File: src/rtl/debounced_pio_in.sv
// debounced_pio_in: debounced input PIO with edge capture and a maskable, level-sensitive IRQ.
//
// Ports:
//   clk_clk        system clock, rising edge
//   reset_reset_n  asynchronous active-low reset
//   in_export      raw asynchronous board inputs (WIDTH bits)
//   avs_address    Avalon-MM word address: 0 DATA, 1 IRQ_MASK, 2 EDGE_CAPTURE, 3 CTRL
//   avs_read       read strobe (read data returned one cycle later)
//   avs_write      write strobe
//   avs_writedata  write data
//   avs_readdata   registered read data, 0 outside the read-return cycle
//   irq            registered interrupt request, |(EDGE_CAPTURE & IRQ_MASK)
module debounced_pio_in #(
    parameter int unsigned WIDTH           = 4,
    parameter int unsigned DEBOUNCE_CYCLES = 50000,
    parameter int unsigned ACTIVE_LOW      = 1
) (
    input  logic             clk_clk,
    input  logic             reset_reset_n,
    input  logic [WIDTH-1:0] in_export,
    input  logic [1:0]       avs_address,
    input  logic             avs_read,
    input  logic             avs_write,
    input  logic [31:0]      avs_writedata,
    output logic [31:0]      avs_readdata,
    output logic             irq
);

    localparam int unsigned     CntW    = $clog2(DEBOUNCE_CYCLES + 1);
    localparam logic [CntW-1:0] CntMax  = CntW'(DEBOUNCE_CYCLES - 1);
    localparam logic [WIDTH-1:0] InvMask = (ACTIVE_LOW != 0) ? {WIDTH{1'b1}} : {WIDTH{1'b0}};

    localparam logic [1:0] AddrData = 2'd0;
    localparam logic [1:0] AddrMask = 2'd1;
    localparam logic [1:0] AddrCap  = 2'd2;
    localparam logic [1:0] AddrCtrl = 2'd3;

    logic [WIDTH-1:0] s1_q, s2_q;
    logic [WIDTH-1:0] stable_q, stable_d;
    logic [WIDTH-1:0] stable_dly_q;
    logic [CntW-1:0]  cnt_q [WIDTH];
    logic [CntW-1:0]  cnt_d [WIDTH];
    logic [WIDTH-1:0] mask_q, mask_d;
    logic [WIDTH-1:0] cap_q, cap_d;
    logic [1:0]       ctrl_q, ctrl_d;
    logic             irq_q;
    logic [31:0]      rdata_q, rdata_d;

    logic [WIDTH-1:0] rise, fall, edge_sel, w1c;
    logic [31:0]      rd_mux;

    // Upper write-data bits have no destination when WIDTH < 32.
    logic unused_wdata;
    assign unused_wdata = ^avs_writedata;

    // Per-bit debounce: a level is accepted only after DEBOUNCE_CYCLES consecutive
    // disagreeing samples; any agreeing sample restarts the count.
    always_comb begin
        stable_d = stable_q;
        for (int i = 0; i < WIDTH; i++) begin
            cnt_d[i] = '0;
            if (s2_q[i] != stable_q[i]) begin
                if (cnt_q[i] == CntMax) begin
                    stable_d[i] = s2_q[i];
                end else begin
                    cnt_d[i] = cnt_q[i] + CntW'(1);
                end
            end
        end
    end

    // Edge selection works on a one-cycle pulse, so a CTRL change cannot
    // resurrect an edge that already passed.
    always_comb begin
        rise = stable_q & ~stable_dly_q;
        fall = ~stable_q & stable_dly_q;
        if (ctrl_q[1]) begin
            edge_sel = rise | fall;
        end else if (ctrl_q[0]) begin
            edge_sel = fall;
        end else begin
            edge_sel = rise;
        end
    end

    always_comb begin
        w1c    = '0;
        mask_d = mask_q;
        ctrl_d = ctrl_q;
        if (avs_write) begin
            case (avs_address)
                AddrMask: mask_d = avs_writedata[WIDTH-1:0];
                AddrCap:  w1c    = avs_writedata[WIDTH-1:0];
                AddrCtrl: ctrl_d = avs_writedata[1:0];
                default:  ;
            endcase
        end
        // New edges are ORed in after the clear so a coincident set wins.
        cap_d = (cap_q & ~w1c) | edge_sel;
    end

    always_comb begin
        rd_mux = '0;
        case (avs_address)
            AddrData: rd_mux = 32'(stable_q);
            AddrMask: rd_mux = 32'(mask_q);
            AddrCap:  rd_mux = 32'(cap_q);
            AddrCtrl: rd_mux = 32'(ctrl_q);
            default:  rd_mux = '0;
        endcase
        rdata_d = avs_read ? rd_mux : '0;
    end

    always_ff @(posedge clk_clk or negedge reset_reset_n) begin
        if (!reset_reset_n) begin
            s1_q         <= '0;
            s2_q         <= '0;
            stable_q     <= '0;
            stable_dly_q <= '0;
            for (int i = 0; i < WIDTH; i++) begin
                cnt_q[i] <= '0;
            end
            mask_q       <= '0;
            cap_q        <= '0;
            ctrl_q       <= '0;
            irq_q        <= 1'b0;
            rdata_q      <= '0;
        end else begin
            s1_q         <= in_export ^ InvMask;
            s2_q         <= s1_q;
            stable_q     <= stable_d;
            stable_dly_q <= stable_q;
            for (int i = 0; i < WIDTH; i++) begin
                cnt_q[i] <= cnt_d[i];
            end
            mask_q       <= mask_d;
            cap_q        <= cap_d;
            ctrl_q       <= ctrl_d;
            irq_q        <= |(cap_q & mask_q);
            rdata_q      <= rdata_d;
        end
    end

    assign avs_readdata = rdata_q;
    assign irq          = irq_q;

endmodule

File: config.mk
export PLATFORM = sky130hd
export DESIGN_NAME = debounced_pio_in
export DESIGN_NICKNAME = d
export VERILOG_FILES = /design/src/rtl/debounced_pio_in.sv
export SDC_FILE = /design/constraint.sdc
export NUM_CORES = 1
export LEC_CHECK = 0
export CAP_MARGIN = 30
export CORE_ASPECT_RATIO = 1.25
export CORE_MARGIN = 3
export CORE_UTILIZATION = 40
export DETAILED_ROUTE_END_ITERATION = 10
export RECOVER_POWER = 50
export SLEW_MARGIN = 5
export SYNTH_ARGS = -nofsm -noshare
export SYNTH_HDL_FRONTEND = slang
export SYNTH_SLANG_ARGS = --single-unit
File: constraint.sdc
create_clock -name clk_clk -period 2.4 [get_ports clk_clk]
set_clock_uncertainty 0.2 [all_clocks]
set_input_delay 0.36 -clock clk_clk [delete_from_list [all_inputs] [get_ports clk_clk]]
set_output_delay 0.36 -clock clk_clk [all_outputs]
set_load 0.01 [all_outputs]
==> metrics.csv <==
metric,value,unit
status,"finished, final reports clean",
Ys Warns,0,
CTS buffer count,9,
utilization after layout,46.5,%
CP Data Arrival Time,2.17,ns
hold wc startpoint,s1_q[1]$_DFF_PN0_,
RR Startpoint,cnt_q[58]$_DFF_PN0_,
biggest area consumer among synthesized cells,dfrtp_1,
Tcrit/Tclk final,89.5,%
"Reg clk slew, reported paths",0.07,ns
fill cell total of the finished layout,1057,
die height,127,µm
Place WS,0.269,ns
power density over cell area,653,mW/mm²
vias in the first global route,3070,
Die ar.,0.0131,mm²
Synth Area in XOR/XNOR,10.8,%
First-pass DRT Iterations,4,
worst skew pair latency,0.34,ns
design area,0.00525,mm²
clock root buffer,clkbuf_16,
mux contribution to synthesized area,3.87,%
Post-Syn Area,0.00469,mm²
Min-Delay Path Depth,0,
Maximum Capacitance Violations,0,
row cnt,43,
Leakage,2.20,nW
clock buffer depth,2,
"Remaining Overflow, GRT",0,
most common cell in the netlist,dfrtp_1,
CP max FO,4,
minimum clock period,2.15,ns
count of cell types in the netlist,42,
register area share after synthesis,50.7,%
Cells after Synth,451,
RSZ-0062 raised after global routing,false,
worst setup path class,register to register,
ant diodes,0,
r2r endpoint,stable_q[0]$_DFFE_PN0P_,
drt via density,4.99,
Synth top cells by count,"95 x dfrtp_1, 66 x nor2_1, 40 x xnor2_1, 28 x buf_4, 22 x nand3_1",
Syn Area/Cell,10.4,µm²
"Async S/R FF share, synth",100,%
first-pass GRT wire length,14.1,mm
Initial Util,41.5,%
Core ar.,0.0113,mm²
total global-route track usage,13.5,%
Routed WL,8.13,mm
Post-Synth Adder-Cell Area,3.20,%
gpl congestion,0.786,
post-route setup TNS,0,ns
Required @ worst endpoint,2.42,ns
DRT iter0 DRCs,107,
# setup viols final,0,
worst vdd ir,298,µV
reg2reg path depth,3,
Placed Area,0.00494,mm²
Die W,103,µm
Routed Antenna Nets,0,
FF-to-FF setup slack,0.25,ns
nature of the critical path endpoint,register,
leading post-synthesis cells by cell area,"dfrtp_1 51%, xnor2_1 7.5%, nor2_1 5.3%, buf_4 4.5%, xor2_1 3.4%",
WHS Endpoint,s2_q[1]$_DFF_PN0_,
crit start category,register,
"EDFF count, synth",0,
area grow syn2layout,12.1,%
WL per Instance,13.2,µm
"Hold Violations, Final",0,
setup ws final,0.253,ns
DRC viols,0,
worst-margin pin slew,1.11,ns
H-tree levels,3,
largest family of logic cells by synthesized area,simple AND/OR/NAND/NOR gates,
I/O pin total,75,
layout cells sized above 1,7.68,%
Sink Count,95,
routed vias,3081,
TritonCTS clock tree,built,
area share of the largest cell type after synthesis,50.7,%
Synth Area in Compound Gates,2.78,%
Port Buffers,18,
Max Slew Vio Count,0,
slew margin rel.,26.1,%
final net count,531,
Simple-Gate Fraction of Synth Area,21.4,%
fmax,466,MHz
initial antenna violation count,0,
largest net degree at the start of global routing,45,
worst min path class,register to register,
HPWL after DPL,5.69,mm
"Primary FF master, synth",dfrtp_1,
"flops & latches, synth",95,
-- state kept, by name (all words and copies together), names as in the netlist --
name / cells
cnt_q: 64
avs_readdata: 4
cap_q: 4
mask_q: 4
s1_q: 4
s2_q: 4
stable_dly_q: 4
stable_q: 4
ctrl_q: 2
irq: 1
-- cells in the final DEF, fill, tap and decap left out, types with 9 or more instances in the layout --
cell,netlist,final
conb_1,1,28
clkbuf_16,0,9
xnor2_1,40,40
ha_1,12,12
dfrtp_1,95,95
nand2_1,21,21
xor2_1,18,18
nor4_1,13,13
nand4_1,20,20
nand3_1,22,22
inv_1,21,21
nor3_1,13,13
nor2_1,66,66
clkdlybuf4s50_1,0,11
-- timing repair --
item | 4_1_cts | 5_1_grt
hold buffers | 1 | 0
resized for setup | 0 | 0
setup endpoints to repair | 0 | 0
hold endpoints to repair | 42 | 0
buffers inserted | 0 | 0
-- cell type report --
class	count	area [µm²]	share of cell area (%)
Clock inverter	5	56.3	1.07
Clock buffer	11	253	4.81
Multi-Input combinational cell	325	2080	39.6
Tap cell	135	169	3.22
Timing Repair Buffer	25	239	4.55
Inverter	21	78.8	1.50
Sequential cell	95	2380	45.3
-- cell families after synthesis --
logic type	Yosys count
simple gates	193
flops	95
xor+xnor	58
buf+inv	58
compound gates	20
mux	14
fa+ha+maj	12
other cells	1
-- where the power goes --
group	internal [mW]	switching, mW
clock network	0.862	0.594
registers	1.67	0.0645
logic	0.114	0.128
-- worst max-delay path by stage --
stage	cells after the start	start	endpoint	slack, ns
global placement	3	cnt_q[60]$_DFF_PN0_	stable_q[0]$_DFFE_PN0P_	0.27
finish	3	cnt_q[58]$_DFF_PN0_	stable_q[0]$_DFFE_PN0P_	0.25
detailed placement	3	cnt_q[58]$_DFF_PN0_	stable_q[0]$_DFFE_PN0P_	0.27
CTS	3	cnt_q[58]$_DFF_PN0_	stable_q[0]$_DFFE_PN0P_	0.25
floorplan	3	cnt_q[60]$_DFF_PN0_	stable_q[0]$_DFFE_PN0P_	0.30
global route	4	cnt_q[60]$_DFF_PN0_	cnt_q[62]$_DFF_PN0_	0.21
-- per-layer routing --
layer | vias up | part of all wire (%) | global-route usage [%]
met1 | 1483 | 45 | 17.2
met5 | - | 0 | 0
met4 | 0 | 1.2 | 4.80
met3 | 7 | 4.0 | 3.66
met2 | 45 | 49 | 22.0
li1 | 1546 | - | -
-- stage by stage --
step           power, mW  cells  hold slack (ns)
3_3_place_gp        2.00    600            0.135
3_5_place_dp        2.01    600            0.135
4_1_cts             3.50    617            0.150
6_report            3.43    617            0.146
2_1_floorplan       1.92    478           -0.136
5_1_grt             3.60    617            0.149
-- worst max-delay path: stages (launching register included) --
cell	delay (ns)
dfrtp_1	0.43
or4_1	0.53
or4_4	0.56
mux2_4	0.31
No activity file was read; power rests on OpenSTA's default activity.
